==> src/rtl/mod6_sync_up_counter.sv <==
// rtl/mod6_sync_up_counter.sv - synchronous modulo-MOD up counter with load, carry, wrap count and load error flag
module mod6_sync_up_counter #(
  parameter int MOD    = 6,
  parameter int WIDTH  = 3,
  parameter int WRAP_W = 8
) (
  input  logic              clk,
  input  logic              rst,
  input  logic              en,
  input  logic              load,
  input  logic [WIDTH-1:0]  load_val,
  output logic [WIDTH-1:0]  Q,
  output logic              tc,
  output logic              co,
  output logic [WRAP_W-1:0] wrap_cnt,
  output logic              load_err
);

  // Modulus and terminal value held one bit wider so MOD == 2^WIDTH still compares correctly.
  localparam logic [WIDTH:0]   MOD_EXT = (WIDTH+1)'(MOD);
  localparam logic [WIDTH-1:0] LAST    = WIDTH'(MOD - 1);

  logic [WIDTH:0]    q_inc;
  logic              load_ok;
  logic              wrap_sat;
  logic [WIDTH-1:0]  q_next;
  logic [WRAP_W-1:0] wrap_next;
  logic              err_next;

  assign q_inc    = {1'b0, Q} + (WIDTH+1)'(1);
  assign load_ok  = ({1'b0, load_val} < MOD_EXT);
  assign wrap_sat = &wrap_cnt;

  // Terminal count and cascade carry are combinational so a higher digit sees them in the same cycle.
  assign tc = (Q == LAST);
  assign co = tc & en & ~load;

  // Next-state selection: load beats count, count beats hold; illegal loads park Q at zero.
  always_comb begin
    q_next    = Q;
    wrap_next = wrap_cnt;
    err_next  = load_err;
    if (load) begin
      if (load_ok) begin
        q_next = load_val;
      end else begin
        q_next   = '0;
        err_next = 1'b1;
      end
    end else if (en) begin
      if (q_inc == MOD_EXT) begin
        q_next = '0;
        if (!wrap_sat) begin
          wrap_next = wrap_cnt + WRAP_W'(1);
        end
      end else begin
        q_next = q_inc[WIDTH-1:0];
      end
    end
  end

  // State registers with synchronous reset that overrides load and enable.
  always_ff @(posedge clk) begin
    if (rst) begin
      Q        <= '0;
      wrap_cnt <= '0;
      load_err <= 1'b0;
    end else begin
      Q        <= q_next;
      wrap_cnt <= wrap_next;
      load_err <= err_next;
    end
  end

endmodule

==> config.mk <==
export PLATFORM = sky130hd
export DESIGN_NAME = mod6_sync_up_counter
export DESIGN_NICKNAME = d
export VERILOG_FILES = /design/src/rtl/mod6_sync_up_counter.sv
export SDC_FILE = /design/constraint.sdc
export NUM_CORES = 1
export LEC_CHECK = 0
export BUFFER_PORTS_ARGS = -buffer_cell sky130_fd_sc_hd__buf_2
export CAP_MARGIN = 15
export CORE_UTILIZATION = 35
export CTS_CLUSTER_SIZE = 20
export DETAILED_ROUTE_END_ITERATION = 16
export SYNTH_ARGS = -nofsm -noshare
export SYNTH_HDL_FRONTEND = slang
export SYNTH_SLANG_ARGS = --single-unit
==> constraint.sdc <==
create_clock -name clk -period 2.2 [get_ports clk]
set_clock_uncertainty 0.05 [all_clocks]
set_input_delay 0.44 -clock clk [delete_from_list [all_inputs] [get_ports clk]]
set_output_delay 0.44 -clock clk [all_outputs]
set_load 0.02 [all_outputs]
Word-level counts from Yosys, hierarchy flattened
Cells that the tools add are included.
{"block": "word_totals", "regBits": 12, "inputBits": 7, "out_inout_bits": 14, "elab_cells": 21}
{"block": "op_classes", "n_bitwise": 5, "n_addsub": 2, "reduce_logical": 4, "eq_ne": 2, "n_mux": 4, "n_lt_le_gt_ge": 1}
{"cell": "3-bit 2-to-1 mux", "n": 4}
{"cell": "8-bit by 1-bit adder with 8-bit output, second input constant", "n": 1}
{"cell": "8-bit AND reduction", "n": 1}
{"cell": "3-bit by 1-bit adder with 4-bit output, second input constant", "n": 1}
{"cell": "4-bit by 3-bit == test with 1-bit output, second input constant", "n": 1}
{"cell": "4-bit AND reduction", "n": 1}
{"cell": "3-bit == test, second input constant", "n": 1}
{"cell": "3-bit less-than comparator, second input constant", "n": 1}
{"cell": "1-bit NOT", "n": 3}
{"cell": "1-bit bitwise AND", "n": 2}
{"cell": "2-bit AND reduction", "n": 1}
{"cell": "2-bit nonzero test", "n": 1}

Depth between registers and ports, before layout
Gate-level depths: netlist (run 1).
{"block": "depth", "word_depth": 5, "depth_mapped": 5, "mapped_depth_nobuf": 5}

Worst setup path after synthesis (run 1)
Ideal clock, no wire load.
{"block": "synth_timing", "path_type": "reg-to-reg", "start": "reg Q[0]", "end": "reg wrap_cnt[5]", "path_slack_ns": 0.281, "stages_incl_launch_ff": 6, "synth_period_minus_slack_ns": 1.919, "t_required_ns": 2.029, "arrival_ns": 1.748, "setup_time_ns": 0.121, "n_path_buf": 0, "path_cell_list": "dfxtp_1 > ha_1 > xnor2_1 > nand4bb_4 > nor4_1 > mux2_2"}
{"block": "synth_via", "elab_chain_cells": 3}
{"item": "from (decl)", "line": "12", "source": "output logic [WIDTH-1:0] Q,"}
{"item": "from (signal assigned)", "line": "69", "source": "Q <= q_next;"}
{"item": "3-bit by 1-bit adder with 4-bit output", "line": "30", "source": "assign q_inc = {1'b0, Q} + (WIDTH+1)'(1);"}
{"item": "4-bit by 3-bit == test with 1-bit output", "line": "51", "source": "if (q_inc == MOD_EXT) begin"}
{"item": "4-bit AND reduction (no line)"}
{"item": "to (signal assigned)", "line": "70", "source": "wrap_cnt <= wrap_next;"}
{"item": "to (decl)", "line": "15", "source": "output logic [WRAP_W-1:0] wrap_cnt,"}
Every way passes these cells.
A chain may end at the register's enable or synchronous reset.

Final worst setup path (run 1)
Ends and elaborated chain as after synthesis.

==> results of run 1 <==
==> power groups by stage <==
stage                      logic, W  registers (W)  clock network (W)
after floorplan           0.0000341       0.000238                  0
after detailed placement  0.0000578       0.000234                  0
after global placement    0.0000572       0.000233                  0
final                     0.0000577       0.000229           0.000131
after CTS                 0.0000581       0.000229           0.000139
after global routing      0.0000649       0.000230           0.000147
==> stage by stage <==
| stage | instance area, um2 | std cells |
|---|---|---|
| 4_1_cts | 901 | 136 |
| 3_5_place_dp | 878 | 133 |
| 2_1_floorplan | 753 | 88 |
| 6_report | 901 | 136 |
| 3_3_place_gp | 878 | 133 |
| 5_1_grt | 901 | 136 |
==> layout make-up <==
type	instances	area, um2
flip-flops and latches	12	240
fillers	210	1100
repair buffers	20	100
clock buffers	3	22.5
well taps	27	33.8
multi-input cells	68	482
inverters	6	22.5
==> sequential cells by signal, summed over array words and instances (netlist names) <==
name      flops
wrap_cnt      8
Q             3
load_err      1
==> worst min-delay path, delay by kind of cell <==
kind / cells / cell delay (ns)
and+or+nand+nor: 1 / 0.05
AOI/OAI and AO/OA: 1 / 0.07
buffers and inverters: 1 / 0.09
==> cell families after synthesis <==
group                      Yosys count
AOI/OAI and AO/OA                   20
xor gates and xnor gates             1
adders and majority gates            4
buffers and inverters                8
DFF                                 12
muxes                                3
and+or+nand+nor                     40
==> final timing paths <==
path | to | slack (ns) | cells past startpoint
worst max-delay path | wrap_cnt[5] | 0.28 | 5
worst min-delay path | Q[0] | 0.39 | 3
worst max register to register | wrap_cnt[5] | 0.28 | 5
worst min register to register | load_err | 0.43 | 2
==> placed cells by master, fill, tap and decap left out, types with 2 or more instances in the layout <==
master | netlist | final
ha_1 | 4 | 4
inv_1 | 6 | 6
a221oi_1 | 2 | 2
nor2b_1 | 3 | 3
a31oi_1 | 3 | 3
nor3_1 | 2 | 2
a211o_1 | 2 | 2
mux2_2 | 2 | 2
clkbuf_4 | 0 | 3
nand3_1 | 4 | 4
nand2b_1 | 2 | 2
nand2_1 | 7 | 7
and2_1 | 2 | 2
buf_2 | 0 | 20
nor2_1 | 7 | 7
dfxtp_1 | 12 | 12
a21oi_1 | 7 | 7
==> routing by layer <==
metal / part of all wire (%) / up-vias / wire length [um]
met1: 54 / 316 / 817
li1: - / 367 / -
met2: 40 / 14 / 606
met5: 0 / - / 0
met4: 2.4 / 0 / 36
met3: 2.7 / 4 / 41
==> results.py, run 1 <==
metrics = {
    "finish": {
        "drive_gt1_share_pct": 26.6,
        "insertedDiodeCount": 0,
        "fin_nets": 122,
        "final_util_pct": 45.0,
        "area_delta_synth_final_pct": 19.6,
    },
    "clock_network": {
        "clkSlewWorstSetupHoldPaths_ns": 0.07,
        "cts_tree": "built",
        "holdBufCountCts": 0,
        "htreeDepth": 1,
        "cts_inserted_buffers": 3,
        "post_cts_buffers": 0,
        "clock-sinks": 12,
        "cts_max_path_buffers": 2,
        "clock-root-buffer": "clkbuf_4",
        "post_cts_resize_count": 0,
        "clk_latency_ns": 0.27,
    },
    "power": {
        "p_leak_nw": 0.407,
        "p_per_area_mw_per_mm2": 464,
        "ir_drop_mv": 0.324,
        "p_int_w": 0.000310,
        "switching_share_pct": 25.7,
        "pwr-share-comb_pct": 13.8,
        "seqPwrFrac_pct": 54.7,
        "clkPwrFrac_pct": 31.5,
        "total_power_w": 0.000418,
        "switchingPower_w": 0.000107,
    },
    "synthesis": {
        "synth_commonest_cells": "dfxtp_1 (12), a21oi_1 (7), nand2_1 (7), nor2_1 (7), inv_1 (6)",
        "synth_top_family_by_area": "simple AND/OR/NAND/NOR gates",
        "synthFlopType": "dfxtp_1",
        "ys_seq_area_share_pct": 31.9,
        "synthesis.area_um2": 753,
        "synth_mux_area_share_pct": 4.32,
        "yosys_warnings": 0,
        "synth_area_leaders": "dfxtp_1 (32%), ha_1 (6.6%), a21oi_1 (4.7%)",
        "synth_nets": 99,
        "synth.distinct_cells": 38,
        "yosysTopAreaCellShare_pct": 31.9,
        "synth.avg_cell_area_um2": 8.56,
        "yosysMostFrequentCell": "dfxtp_1",
        "synth-compound-area-share_pct": 18.1,
        "ys_ff_latch": 12,
        "synth-simple-area-share_pct": 33.7,
        "synth_xor_xnor_area_share_pct": 1.16,
        "synth_largest_area_cell": "dfxtp_1",
        "syn_inst": 88,
        "synthArstFlopShare_pct": 0,
        "synth-edff-count": 0,
        "synth-adder-area-share_pct": 6.64,
    },
    "setup_path": {
        "path_class": "reg -> reg",
        "crit_slowest_cell": "dfxtp_1",
        "slowest_delay_ns": 0.46,
        "cp_max_fo": 8,
        "crit_arrival_ns": 2.03,
        "worstPathCellList": "ha_1 -> xnor2_1 -> nand4bb_4 -> nor4_1 -> mux2_2",
        "required_ns": 2.31,
        "rr_startpoint": "Q[0]",
        "crit_path_start_kind": "flip-flop",
        "end_kind": "flip-flop",
        "crit_start": "Q[0]",
        "worst-path-buf-inv": 0,
        "crit_family": "simple AND/OR/NAND/NOR gates",
    },
    "status": {
        "status": "completed",
    },
    "timing": {
        "maxSlewHeadroom_pct": 81.8,
        "worst_slew_pin_slew_ns": 0.271,
        "fin_tns_setup_ns": 0,
        "rsz0062_at_grt": "false",
        "hold_viol": 0,
        "holdWs_ns": 0.390,
        "period_share_pct": 87.3,
        "setup_viol": 0,
        "final_max_slew_viol_count": 0,
        "clock.fmax_mhz": 521,
        "setup_ws_ns": 0.280,
        "min_period_ns": 1.92,
    },
    "placement": {
        "dp_slack_ns": 0.283,
        "numPortBuffers": 20,
        "gp_congestion": 0.760,
        "dp_hpwl_um": 1150,
    },
    "detailed_routing": {
        "wl_per_cell_um": 11.0,
        "routed_via_density": 5.15,
        "routed_wirelength_um": 1500,
        "dr.first_iter.drc_count": 6,
        "ant_nets": 0,
        "dr.pass1.iters": 4,
        "vias": 701,
        "drcViolationCount": 0,
    },
    "global_routing": {
        "grt_pass1_wl_um": 2790,
        "grt_usage_pct": 15.3,
        "grt_use_met3_pct": 2.83,
        "grt_util_met2_pct": 22.1,
        "busiest_layer": "met2",
        "overflow": 0,
        "grt_pass1_vias": 626,
        "antenna_found_initial": 0,
        "grt_util_met1_pct": 20.7,
        "grt_max_degree": 15,
    },
    "floorplan": {
        "die_w_um": 48.4,
        "die_h_um": 48.4,
        "io_pins": 21,
        "core.rowCount": 16,
        "fp.coreArea_mm2": 0.00200,
        "initial_core_util_pct": 37.6,
        "die-area_mm2": 0.00234,
    },
    "job": {
        "maxCapViolCount": 0,
    },
    "hold_path": {
        "hold_path_class": "in -> reg",
        "hold_start": "load_val[0]",
    },
}
Power figures use the tool's default switching activity.
==> inputs of run 2 (changes only) <==
Settings changed: CORE_UTILIZATION 35 to 49, PLACE_DENSITY from default to 0.76.
==> results.py, run 2 (synthesis gave the netlist of run 1 again) <==
metrics = {
    "status": {
        "status": "completed",
    },
    "finish": {
        "drive_gt1_share_pct": 27.3,
        "layout_common_cells": "buf_2 (20), dfxtp_1 (12), nand2_1 (7), nor2_1 (7), a21oi_1 (7)",
        "fillCellCount": 127,
        "fin_nets": 122,
        "area_delta_synth_final_pct": 19.4,
        "final_common_cell": "buf_2",
        "reg_top3": "wrap_cnt (8), Q (3), load_err (1)",
        "largest_reg_flops": 8,
        "insertedDiodeCount": 0,
        "fin_cells": 125,
        "fin_area_um2": 900,
        "top_register": "wrap_cnt",
    },
    "placement": {
        "dpl.cell_count": 121,
        "dp_hpwl_um": 1160,
        "gp_congestion": 0.833,
        "dpl_cell_area_um2": 863,
        "numPortBuffers": 20,
    },
    "power": {
        "total_power_w": 0.000465,
        "p_leak_nw": 0.414,
        "ir_drop_mv": 0.311,
        "p_per_area_mw_per_mm2": 517,
    },
    "clock_network": {
        "holdBufCountCts": 0,
        "htreeDepth": 1,
        "clock-sinks": 12,
        "clkSlewWorstSetupHoldPaths_ns": 0.07,
        "cts_tree": "built",
        "cts_inserted_buffers": 3,
        "cts_max_path_buffers": 2,
        "post_cts_resize_count": 0,
        "clock-root-buffer": "clkbuf_4",
        "post_cts_buffers": 0,
        "clk_latency_ns": 0.28,
    },
    "floorplan": {
        "initial_core_util_pct": 55.1,
        "die_w_um": 41.2,
        "io_pins": 21,
        "core.rowCount": 13,
        "die-area_mm2": 0.00170,
        "die_h_um": 41.2,
        "fp.coreArea_mm2": 0.00137,
    },
    "timing": {
        "fin_tns_setup_ns": 0,
        "period_share_pct": 88.8,
        "maxSlewHeadroom_pct": 79.9,
        "setup_viol": 0,
        "min_period_ns": 1.95,
        "clock.fmax_mhz": 512,
        "holdWs_ns": 0.381,
        "rsz0062_at_grt": "false",
        "final_max_slew_viol_count": 0,
        "worst_slew_pin_slew_ns": 0.300,
        "hold_viol": 0,
    },
    "global_routing": {
        "grt_pass1_wl_um": 2440,
        "grt_usage_pct": 22.1,
        "grt_pass1_vias": 556,
        "overflow": 0,
        "grt_max_degree": 15,
        "antenna_found_initial": 0,
    },
    "detailed_routing": {
        "wl_per_cell_um": 12.2,
        "ant_nets": 0,
        "dr.first_iter.drc_count": 19,
        "routed_wirelength_um": 1520,
        "drcViolationCount": 0,
        "dr.pass1.iters": 5,
        "routed_via_density": 5.69,
        "vias": 711,
    },
    "setup_path": {
        "end_kind": "flip-flop",
        "required_ns": 2.32,
        "r2r_cells": 5,
        "crit_arrival_ns": 2.07,
        "crit_path_start_kind": "flip-flop",
        "crit_start": "Q[0]",
        "cp_max_fo": 8,
        "path_class": "reg -> reg",
        "critical_path.endpoint": "wrap_cnt[5]",
        "timing.rr.end": "wrap_cnt[5]",
        "reg2reg_slack_ns": 0.25,
        "rr_startpoint": "Q[0]",
    },
    "hold_path": {
        "hold_path_class": "in -> reg",
    },
    "job": {
        "maxCapViolCount": 0,
    },
}
run 2: cell count changes in the layout (fill, tap and decap cells not counted), sizes merged:
cell / delta
clkbuf: +1
run 2: critical path: stages (launching register included):
cell and delay, ns:
dfxtp_1 0.46, ha_1 0.25, xnor2_1 0.13, nand4bb_4 0.25, nor4_1 0.34, mux2_2 0.36
run 2: worst min path at each step:
stage | from | end | slack, ns | cells after the start
floorplan | wrap_cnt[1] | wrap_cnt[1] | 0.51 | 2
global placement | load_err | load_err | 0.41 | 2
detailed placement | load_err | load_err | 0.41 | 2
CTS | load_val[0] | Q[0] | 0.38 | 3
global route | load_val[2] | load_err | 0.41 | 3
finish | load_val[0] | Q[0] | 0.38 | 3
run 2: cell type report:
cell class              count  area [um2]  area share [%]
flip-flops and latches     12         240            26.7
multi-input cells          68         482            53.5
repair buffers             20         100            11.1
clock buffers               4        36.3            4.03
well taps                  15        18.8            2.09
inverters                   6        22.5            2.50
run 2: layer usage:
layer  vias up  share of wire, %  track usage, %
met5         -                 0               0
met4         0              0.59            4.84
met3         4               5.9            8.15
met2        21                44            32.8
met1       319                49            30.4
li1        367                 -               -
run 2: power breakdown:
group	internal, W	switching (W)	total, W
Sequential	0.000222	0.00000675	0.000229
Clock	0.000101	0.0000780	0.000179
Combinational	0.0000252	0.0000330	0.0000582
run 2: metrics by stage:
stage / util, % / setup WS [ns]
2_1_floorplan: - / 0.281
3_3_place_gp: 63.2 / 0.355
3_5_place_dp: 63.2 / 0.274
4_1_cts: 65.8 / 0.267
5_1_grt: 65.8 / 0.123
6_report: 65.8 / 0.247
==> inputs of run 3 (changes only) <==
Clock period 2.2 ns to 1.8 ns, I/O delays scaled along.
==> results.py, run 3 (synthesis gave the netlist of run 1 again) <==
metrics = {
    "setup_path": {
        "rr_startpoint": "Q[1]",
        "worst-path-buf-inv": 0,
        "critical_path.endpoint": "wrap_cnt[3]",
        "crit_family": "simple AND/OR/NAND/NOR gates",
        "required_ns": 1.97,
        "worstPathCellList": "ha_2 -> xnor2_2 -> nand4bb_4 -> or4_1 -> a21oi_2",
        "path_depth": 5,
        "slowest_delay_ns": 0.56,
        "crit_start": "Q[1]",
        "crit_arrival_ns": 1.97,
        "path_class": "reg -> reg",
        "reg2reg_slack_ns": 0.003,
        "crit_slowest_cell": "or4_1",
        "timing.rr.end": "wrap_cnt[3]",
        "end_kind": "flip-flop",
        "cp_max_fo": 6,
        "crit_path_start_kind": "flip-flop",
        "r2r_cells": 5,
    },
    "global_routing": {
        "antenna_found_initial": 0,
        "grt_usage_pct": 23.3,
        "grt_max_degree": 15,
        "grt_pass1_vias": 605,
        "overflow": 0,
        "grt_pass1_wl_um": 2570,
    },
    "power": {
        "pwr-share-comb_pct": 14.2,
        "switchingPower_w": 0.000155,
        "switching_share_pct": 26.4,
        "p_int_w": 0.000431,
        "ir_drop_mv": 0.519,
        "seqPwrFrac_pct": 47.5,
        "clkPwrFrac_pct": 38.3,
        "p_leak_nw": 0.437,
        "p_per_area_mw_per_mm2": 611,
    },
    "status": {
        "status": "completed",
    },
    "finish": {
        "final_util_pct": 70.1,
        "layout_common_cells": "buf_2 (20), dfxtp_1 (10), nand2_1 (7), nor2_1 (7)",
        "fin_cells": 129,
        "top_register": "wrap_cnt",
        "largest_reg_flops": 8,
        "insertedDiodeCount": 0,
        "drive_gt1_share_pct": 36.0,
        "area_delta_synth_final_pct": 27.2,
        "fin_nets": 126,
        "final_common_cell": "buf_2",
        "reg_top3": "wrap_cnt (8), Q (3), load_err (1)",
        "fillCellCount": 110,
    },
    "timing": {
        "setup_viol": 0,
        "maxSlewHeadroom_pct": 81.6,
        "fin_tns_setup_ns": 0,
        "setup_ws_ns": 0.00263,
        "hold_viol": 0,
        "period_share_pct": 99.9,
        "clock.fmax_mhz": 556,
        "worst_slew_pin_slew_ns": 0.275,
        "final_max_slew_viol_count": 0,
        "rsz0062_at_grt": "true",
        "min_period_ns": 1.80,
        "holdWs_ns": 0.306,
    },
    "detailed_routing": {
        "routed_via_density": 5.77,
        "ant_nets": 0,
        "routed_wirelength_um": 1740,
        "dr.first_iter.drc_count": 28,
        "wl_per_cell_um": 13.5,
        "vias": 744,
        "drcViolationCount": 0,
        "dr.pass1.iters": 4,
    },
    "clock_network": {
        "htreeDepth": 1,
        "post_cts_buffers": 0,
        "clkSlewWorstSetupHoldPaths_ns": 0.08,
        "cts_tree": "built",
        "cts_inserted_buffers": 3,
        "clock-root-buffer": "clkbuf_4",
        "cts_max_path_buffers": 2,
        "clk_latency_ns": 0.28,
        "clock-sinks": 12,
    },
    "hold_path": {
        "hold_path_class": "in -> reg",
        "hold_start": "load_val[0]",
    },
    "placement": {
        "dp_slack_ns": 0.00329,
        "gp_congestion": 0.786,
        "dpl.cell_count": 125,
        "numPortBuffers": 20,
        "dp_hpwl_um": 1280,
    },
    "floorplan": {
        "io_pins": 21,
        "die_h_um": 41.2,
        "core.rowCount": 13,
        "die-area_mm2": 0.00170,
        "fp.coreArea_mm2": 0.00137,
        "die_w_um": 41.2,
        "initial_core_util_pct": 55.1,
    },
    "job": {
        "maxCapViolCount": 0,
    },
}
## run 3: worst min-delay path by stage
stage / to / slack (ns) / depth (start not counted)
6_report: Q[0] / 0.31 / 3
5_1_grt: Q[0] / 0.31 / 3
4_1_cts: Q[0] / 0.31 / 3
3_5_place_dp: load_err / 0.41 / 2
3_3_place_gp: load_err / 0.40 / 2
2_1_floorplan: Q[0] / 0.46 / 2
## run 3: cell type report
type,instances,area (um2),area share [%]
flip-flops and latches,12,243,25.3
repair buffers,24,130,13.6
multi-input cells,68,508,53.0
clock buffers,4,36.3,3.79
inverters,6,22.5,2.35
well taps,15,18.8,1.96
## run 3: repair_timing
item	4_1_cts	5_1_grt
endpoints found under the setup margin	2	4
hold buffers	0	0
resized for setup	1	3
pin swaps	1	2
## run 3: power groups by stage
stage               combinational [W]  sequential, W  clock [W]
floorplan                   0.0000418       0.000292          0
global placement            0.0000766       0.000283          0
detailed placement          0.0000788       0.000284          0
CTS                         0.0000803       0.000278   0.000226
global route                0.0000940       0.000279   0.000235
finish                      0.0000832       0.000278   0.000225
## run 3: worst register-to-register path, cell delays in order (launching register included)
cell and delay, ns:
dfxtp_2 0.35, ha_2 0.20, xnor2_2 0.16, nand4bb_4 0.29, or4_1 0.56, a21oi_2 0.13
## run 3: metal layers
| layer | global-route usage (%) | vias up | wire (um) |
|---|---|---|---|
| met5 | 0 | - | 0 |
| met4 | 12.1 | 0 | 28 |
| met3 | 4.89 | 4 | 78 |
| met2 | 36.3 | 26 | 805 |
| met1 | 29.9 | 338 | 828 |
| li1 | - | 376 | - |
## run 3: per-stage QoR
stage	power (W)	instance area [um2]
after global placement	0.000360	902
after CTS	0.000584	946
after floorplan	0.000334	762
final	0.000586	958
after global routing	0.000608	958
after detailed placement	0.000363	902
